<file path="config.mk">
export PLATFORM = sky130hd
export DESIGN_NAME = serial_subtractor
export DESIGN_NICKNAME = d
export VERILOG_FILES = /design/src/rtl/serial_subtractor_pkg.sv /design/src/rtl/full_subtractor.sv /design/src/rtl/serial_subtractor.sv
export SDC_FILE = /design/constraint.sdc
export NUM_CORES = 1
export LEC_CHECK = 0
export CAP_MARGIN = 40
export CORE_ASPECT_RATIO = 0.75
export CORE_UTILIZATION = 55
export DETAILED_ROUTE_END_ITERATION = 6
export DONT_BUFFER_PORTS = 1
export GPL_ROUTABILITY_DRIVEN = 1
export HOLD_SLACK_MARGIN = 0.03
export PLACE_DENSITY_LB_ADDON = 0.3
export SLEW_MARGIN = 20
export SYNTH_ARGS = -nofsm -noshare
export SYNTH_HDL_FRONTEND = slang
export SYNTH_SLANG_ARGS = --single-unit
</file>
<file path="constraint.sdc">
create_clock -name clk -period 1.25 [get_ports clk]
set_input_delay 0.25 -clock clk [delete_from_list [all_inputs] [get_ports clk]]
set_output_delay 0.25 -clock clk [all_outputs]
set_load 0.005 [all_outputs]
</file>
<file path="src/rtl/serial_subtractor_pkg.sv">
// Shared types and helpers for the bit-serial subtractor.
package serial_subtractor_pkg;

   typedef enum logic [1:0] {
      IDLE = 2'd0,
      RUN  = 2'd1,
      DONE = 2'd2
   } state_t;

   localparam int DEFAULT_WIDTH = 8;

   // Bit counter width: counts 0..WIDTH-1.
   function automatic int cnt_w(input int w);
      return (w < 2) ? 1 : $clog2(w);
   endfunction

endpackage

</file>
<file path="src/rtl/full_subtractor.sv">
// One-bit full subtractor cell: d = x - y - bi, bo = borrow out.
module full_subtractor (
   input  logic x,
   input  logic y,
   input  logic bi,
   output logic d,
   output logic bo
);

   // Difference and borrow of a single bit position.
   always_comb begin
      d  = x ^ y ^ bi;
      bo = (~x & y) | (~(x ^ y) & bi);
   end

endmodule

</file>
<file path="src/rtl/serial_subtractor.sv">
// Bit-serial LSB-first subtractor: diff = a - b - bin over WIDTH cycles.
// Optional signed-overflow output enabled by SERIAL_SUBTRACTOR_OVF_EN.
module serial_subtractor
   import serial_subtractor_pkg::*;
#(
   parameter int WIDTH = DEFAULT_WIDTH
) (
   input  logic             clk,
   input  logic             rst_n,
   input  logic             in_valid,
   output logic             in_ready,
   input  logic [WIDTH-1:0] a,
   input  logic [WIDTH-1:0] b,
   input  logic             bin,
   output logic             out_valid,
   input  logic             out_ready,
   output logic [WIDTH-1:0] diff,
   output logic             bout
`ifdef SERIAL_SUBTRACTOR_OVF_EN
  ,output logic             ovf
`endif
);

   localparam int CW = cnt_w(WIDTH);
   localparam logic [CW-1:0] LAST = CW'(WIDTH - 1);

   state_t           r_state;
   logic [WIDTH-1:0] r_a_sh;
   logic [WIDTH-1:0] r_b_sh;
   // Holds the WIDTH-1 difference bits already produced; the final bit
   // comes straight from the cell on the last RUN cycle.
   logic [WIDTH-2:0] r_res;
   logic [CW-1:0]    r_cnt;
   logic             r_borrow;

   logic             w_d;
   logic             w_bo;
   logic [WIDTH-1:0] w_res_nxt;

   full_subtractor u_fs (
      .x  (r_a_sh[0]),
      .y  (r_b_sh[0]),
      .bi (r_borrow),
      .d  (w_d),
      .bo (w_bo)
   );

   // New bit enters at the MSB; result register shifts right.
   always_comb begin
      w_res_nxt = {w_d, r_res};
   end

   // Control FSM plus datapath shift registers and registered outputs.
   always_ff @(posedge clk) begin
      if (!rst_n) begin
         r_state   <= IDLE;
         r_a_sh    <= '0;
         r_b_sh    <= '0;
         r_res     <= '0;
         r_cnt     <= '0;
         r_borrow  <= 1'b0;
         in_ready  <= 1'b1;
         out_valid <= 1'b0;
         diff      <= '0;
         bout      <= 1'b0;
`ifdef SERIAL_SUBTRACTOR_OVF_EN
         ovf       <= 1'b0;
`endif
      end else begin
         case (r_state)
            IDLE: begin
               if (in_valid) begin
                  r_a_sh   <= a;
                  r_b_sh   <= b;
                  r_borrow <= bin;
                  r_cnt    <= '0;
                  in_ready <= 1'b0;
                  r_state  <= RUN;
               end
            end
            RUN: begin
               r_a_sh   <= r_a_sh >> 1;
               r_b_sh   <= r_b_sh >> 1;
               r_res    <= w_res_nxt[WIDTH-1:1];
               r_borrow <= w_bo;
               r_cnt    <= r_cnt + 1'b1;
               if (r_cnt == LAST) begin
                  diff      <= w_res_nxt;
                  bout      <= w_bo;
                  out_valid <= 1'b1;
                  r_state   <= DONE;
`ifdef SERIAL_SUBTRACTOR_OVF_EN
                  // Borrow into MSB vs borrow out of MSB.
                  ovf       <= r_borrow ^ w_bo;
`endif
               end
            end
            DONE: begin
               if (out_ready) begin
                  out_valid <= 1'b0;
                  in_ready  <= 1'b1;
                  r_state   <= IDLE;
               end
            end
            default: begin
               out_valid <= 1'b0;
               in_ready  <= 1'b1;
               r_state   <= IDLE;
            end
         endcase
      end
   end

endmodule

</file>
==> metrics.md, run 1 <==
| Metric | Value |
|---|---|
| Outcome | finished, final reports clean |
| Largest net degree at the start of global routing | 41 |
| Number of global-route vias before repair | 1,266 |
| Final global-route overflow total | 0 |
| Clk slew on worst S/H paths | 0.08 ns |
| RSZ-0062 raised after global routing | yes |
| Dominant cells by area after synthesis | dfxtp_1 (48%), o221ai_2 (8.9%), nand2_1 (7.1%) |
| Synth Area in Compound Gates | 0.240 |
| Clock buffer count from CTS | 5 |
| Root Driver | clkbuf_8 |
| Register Area | 805 sq um |
| Drt pass-1 iters | 4 |
| Chip height | 49.9 um |
| Via density per instance | 5.86 |
| Slew Limit Fails | 0 |
| Antenna cells | 0 |
| Synth Register Bits | 40 |
| Largest family of logic cells by synthesized area | compound AO/OA/AOI/OAI gates |
| Syn. warnings | 0 |
| Final worst clock skew | 0.00791 ns |
| CTS tree | built |
| CP max FO | 5 |
| Hold Path Depth | 1 |
| DIE AREA | 3280 sq um |
| Netlist cell types | 33 |
| Tmin final | 1.24 ns |
| Multi-input gate area | 886 sq um |
| Via count | 1,325 |
| H-tree levels | 2 |
| First-pass GRT wire length | 5.64 mm |
| Syn_nets | 203 |
| Multiplexer share of the synthesized area | 0.00595 |
| CTS Hold Bufs | 0 |
| Synth cell count leaders | dfxtp_1 (40), nand2_1 (32), nor2_1 (27), a21boi_0 (15), o221ai_2 (10) |
| Die W | 65.9 um |
| Worst min path class | primary input to register |
| Normalized max-slew margin | 0.821 |
| Most used standard cell by instance count after synthesis | dfxtp_1 |
| Clock latency on the worst-skew pair | 0.30 ns |
| Sequential-to-total area share from yosys stat | 0.476 |
| Hpwl dp | 2.19 mm |
| Antenna violations before repair | 0 |
| Worst reg2reg path depth | 4 |
| Starting DRC count in detailed routing | 83 |
| Share of layout cells above drive strength 1 | 0.279 |
| Post-Synth Adder-Cell Area | 0.0268 |
| Antenna Nets Post-Route | 0 |
| Core area | 2740 sq um |
| Setup-failing EPs final | 0 |
| Setup tns final | 0 ns |
| Syn avg cell area | 9.39 sq um |
| GR Util All Layers | 0.236 |
| Final Hold Viols | 0 |
| Worst-Margin Slew | 0.268 ns |
| Setup slack, reg-to-reg | 0.007 ns |
| Dpl cell area | 1790 sq um |
| Row cnt | 16 |
| Synth Area in Simple Gates | 0.196 |
| Synth area leader | dfxtp_1 |
| CP arrival | 1.44 ns |
| Number of synthesized flops with an enable pin | 0 |
| CP required | 1.45 ns |
| Final nets | 213 |
| Port Buffers | 0 |
| Ys async rst share | 0 |
| Initial Util | 0.613 |
| P&R area growth vs syn | 19.8% |
| DRC errors left | 0 |
| VDD IR-drop max | 1.18 mV |
| Io pins | 32 |
| Crit share post-route | 0.995 |
| F_max | 804 MHz |
| P_leak | 0.000733 uW |
| Post-Syn Area | 1680 sq um |
| Mean routed wirelength per cell | 15.8 um |
| Area share of the largest cell type after synthesis | 0.476 |
| Non-Filler Instances | 226 |
| Maximum clock insertion buffer count | 2 |
| CP endpoint kind | register |
| Post-route setup slack | 0.00659 ns |
| Final instance area | 2010 sq um |
| Post-Synth XOR/XNOR Area | 0 |
| Max_cap viols | 0 |
| Final GP Congestion | 0.785 |
| Fillcell total | 199 |
| Mapped Cells | 179 |
| Pwr Density | 1350 nW/um^2 |
| CP Class | register to register |
| Main flop type after synthesis | dfxtp_1 |
| Drt total wl | 3.56 mm |
| Place WS | -0.107 ns |
| Critical Path Source Type | register |
| Dpl cells | 214 |
| Clk sink count | 40 |
## routing by layer
layer,up-vias,wire (um),track usage
met4,0,105,0.120
met2,46,1720,0.350
met5,-,0,0
li1,636,-,-
met1,632,1510,0.308
met3,11,222,0.0694
## registers in the layout (all words and copies together) (netlist names)
register,count
diff,8
r_a_sh,8
r_b_sh,8
r_res,7
r_cnt,3
r_state,2
bout,1
in_ready,1
out_valid,1
r_borrow,1
## report_power, final
part | total (uW) | switching, uW | internal [uW] | leakage [uW]
combinational | 285 | 137 | 148 | 0.000350
sequential | 1380 | 45.5 | 1340 | 0.000328
clock | 1050 | 463 | 590 | 0.0000541
total | 2720 | 646 | 2070 | 0.000733
## final timing paths
check	start	end
worst max-delay path	r_state[0]	r_a_sh[3]
worst max register to register	r_state[0]	r_a_sh[3]
worst min register to register	r_res[0]	diff[0]
worst min-delay path	rst_n	in_ready
## cells in the final DEF (no fill, tap or decap), drive strengths merged, types with 2 or more instances in the layout
| cell | count |
|---|---|
| a21boi | 15 |
| o221ai | 15 |
| a22oi | 4 |
| and3b | 2 |
| nor2 | 27 |
| and2 | 2 |
| inv | 3 |
| a21oi | 5 |
| nand2 | 32 |
| nor2b | 6 |
| clkbuf | 5 |
| buf | 15 |
| dfxtp | 40 |
| ha | 2 |
## final cells by class
| cell class | count | area share |
|---|---|---|
| clock inverters | 3 | 0.0211 |
| well taps | 36 | 0.0224 |
| multi-input cells | 124 | 0.440 |
| repair buffers | 15 | 0.0776 |
| clock buffers | 5 | 0.0342 |
| flip-flops and latches | 40 | 0.399 |
| inverters | 3 | 0.00559 |
## logic make-up (layout without fill, tap and decap cells)
family | count (synthesis) | count (layout)
adders and majority gates | 3 | 3
buffers and inverters | 16 | 26
DFF | 40 | 40
and+or+nand+nor | 75 | 76
muxes | 1 | 1
AOI/OAI and AO/OA | 44 | 44
## what timing repair did
item	CTS	global route
endpoints found under the setup margin	11	32
gates cloned	1	1
pin swaps	0	14
setup buffers	2	0
gates resized for setup	2	26
## critical path, stage by stage, from the launching register on
cell and delay, ns:
dfxtp_2 0.33, or3b_4 0.42, buf_6 0.15, o221ai_2 0.17
nor2_1 0.07
## through the flow
stage | util | power [uW] | hold WS (ns)
floorplan | - | 1600 | 0.415
global route | 0.734 | 2840 | 0.0647
CTS | 0.703 | 2700 | 0.0544
finish | 0.734 | 2720 | 0.0638
global placement | 0.651 | 1640 | 0.334
detailed placement | 0.651 | 1650 | 0.360
No activity file was read; power rests on OpenSTA's default activity.
==> run 2: changes to the inputs <==
--- a/config.mk
+++ b/config.mk
@@ -11,7 +11,6 @@
 export DETAILED_ROUTE_END_ITERATION = 6
 export DONT_BUFFER_PORTS = 1
 export GPL_ROUTABILITY_DRIVEN = 1
-export HOLD_SLACK_MARGIN = 0.03
 export PLACE_DENSITY_LB_ADDON = 0.3
 export SLEW_MARGIN = 20
 export SYNTH_ARGS = -nofsm -noshare
==> results of run 2 <==
The final DEF is identical to that of run 1; final timing and power are the same.
==> run 3: changes to the inputs <==
--- a/config.mk
+++ b/config.mk
@@ -7,7 +7,7 @@
 export LEC_CHECK = 0
 export CAP_MARGIN = 40
 export CORE_ASPECT_RATIO = 0.75
-export CORE_UTILIZATION = 55
+export CORE_UTILIZATION = 35
 export DETAILED_ROUTE_END_ITERATION = 6
 export DONT_BUFFER_PORTS = 1
 export GPL_ROUTABILITY_DRIVEN = 1
==> metrics.md, run 3 (synthesis gave the netlist of run 1 again) <==
| Metric | Value |
|---|---|
| Outcome | finished, final reports clean |
| Final GP Congestion | 0.760 |
| FF-to-FF End | r_borrow |
| Slew Limit Fails | 0 |
| CTS Hold Bufs | 0 |
| VDD IR-drop max | 0.433 mV |
| P&R area growth vs syn | 19.8% |
| Io pins | 32 |
| Antenna Nets Post-Route | 0 |
| Final core utilization | 0.443 |
| Worst-Margin Slew | 0.299 ns |
| Tmin final | 1.25 ns |
| Final nets | 213 |
| Port Buffers | 0 |
| Maximum clock insertion buffer count | 2 |
| Fillcell total | 448 |
| CP Class | register to register |
| Final Hold Viols | 0 |
| Pwr Density | 1270 nW/um^2 |
| Setup-failing EPs final | 0 |
| Peak per-stage delay on the critical path | 0.40 ns |
| Drt total wl | 3.66 mm |
| Crit-path slowest cell | or3b_4 |
| H-tree levels | 2 |
| Final global-route overflow total | 0 |
| RSZ-0062 raised after global routing | yes |
| DIE AREA | 5090 sq um |
| Clock latency on the worst-skew pair | 0.30 ns |
| Crit. Startpoint | r_state[1] |
| CP arrival | 1.44 ns |
| F_max | 802 MHz |
| Max_cap viols | 0 |
| Row cnt | 21 |
| Family with the most delay on the worst path | simple AND/OR/NAND/NOR gates |
| Starting DRC count in detailed routing | 85 |
| CP max FO | 15 |
| Largest net degree at the start of global routing | 41 |
| Hpwl dp | 2.30 mm |
| Critical path, cell by cell | or3b_4, buf_12, o221ai_1, a21oi_1 |
| First-pass GRT wire length | 5.58 mm |
| Biggest regs | diff x8, r_a_sh x8, r_b_sh x8 |
| Commonest cells after routing, fill and taps aside | dfxtp_1 (37), nand2_1 (32), nor2_1 (27), o221ai_2 (11), a21boi_1 (8) |
| Crit path capture | r_borrow |
| CP endpoint kind | register |
| Crit share post-route | 0.998 |
| Mean routed wirelength per cell | 14.8 um |
| Final worst clock skew | 0.00558 ns |
| Multi-input gate area | 872 sq um |
| Register Area | 805 sq um |
| Setup slack, reg-to-reg | 0.003 ns |
| Drt pass-1 iters | 4 |
| Initial Util | 0.370 |
| Antenna violations before repair | 0 |
| Clk sink count | 40 |
| Normalized max-slew margin | 0.801 |
| Clk slew on worst S/H paths | 0.08 ns |
| Root Driver | clkbuf_8 |
| Clock buffer count from CTS | 5 |
| Logic depth of the worst path, buffers included | 4 |
| Via count | 1,256 |
| Core area | 4550 sq um |
| P_leak | 0.000737 uW |
| Number of global-route vias before repair | 1,176 |
| CTS tree | built |
| DRC errors left | 0 |
| GR Util All Layers | 0.153 |
| RR Startpoint | r_state[1] |
| Via density per instance | 5.09 |
| CP required | 1.44 ns |
| Antenna cells | 0 |
| Commonest non-fill, non-tap cell in the layout | dfxtp_1 |
| Buffer and inverter count on the worst path | 1 |
| Share of layout cells above drive strength 1 | 0.268 |
| Chip height | 62.0 um |
| Setup tns final | 0 ns |
| Critical Path Source Type | register |
| Worst reg2reg path depth | 4 |
| Die W | 82.0 um |
| Worst min path class | primary input to register |
==> run 3: cell count changes in the layout (fill, tap and decap cells not counted), sizes merged <==
cell / change
clkbuf: +1
clkinv: +1
clkinvlp: -1
bufinv: -1
==> run 3: area by class of cell <==
class	count	area share
multi-input cells	124	0.433
flip-flops and latches	40	0.399
repair buffers	15	0.0807
clock buffers	6	0.0410
well taps	57	0.0354
inverters	3	0.00559
clock inverters	2	0.00497
==> run 3: per-layer routing <==
metal	vias up	GRT usage	wire length [um]
met2	22	0.222	1630
met1	586	0.203	1790
met4	0	0.0752	68
met5	-	0	0
li1	640	-	-
met3	8	0.0540	164
==> run 3: how the worst min path moves through the flow <==
stage | start | to | cells past startpoint
2_1_floorplan | out_ready | in_ready | 2
3_3_place_gp | rst_n | in_ready | 1
3_5_place_dp | rst_n | in_ready | 1
4_1_cts | rst_n | in_ready | 1
5_1_grt | rst_n | in_ready | 1
6_report | rst_n | in_ready | 1
==> run 3: timing repair <==
item                                    in CTS  in global routing
pin swaps                                    0                  4
endpoints found under the setup margin      14                 25
gates resized for setup                      4                 22
buffers inserted                             1                  2
cloned                                       1                  1
==> run 3: worst register-to-register path, cell delays in order, from the launching register on <==
cell and delay, ns:
dfxtp_2 0.32, or3b_4 0.40, buf_12 0.17, o221ai_1 0.19, a21oi_1 0.06
==> run 3: where the power goes <==
part	switching [uW]	total, uW	internal (uW)	leakage [uW]
Sequential	41.7	1380	1340	0.000329
Clock	461	901	441	0.0000510
Combinational	130	276	145	0.000357
==> run 3: through the flow <==
step | hold WS (ns) | cells | instance area [sq um] | worst slack [ns] | total power [uW]
floorplan | 0.415 | 179 | 1720 | 0.00573 | 1600
global placement | 0.335 | 234 | 1810 | -0.0796 | 1640
detailed placement | 0.347 | 234 | 1810 | -0.111 | 1650
CTS | 0.0280 | 244 | 1940 | 0.00832 | 2540
global route | 0.0425 | 247 | 2010 | -0.0550 | 2670
finish | 0.0391 | 247 | 2010 | 0.00281 | 2550
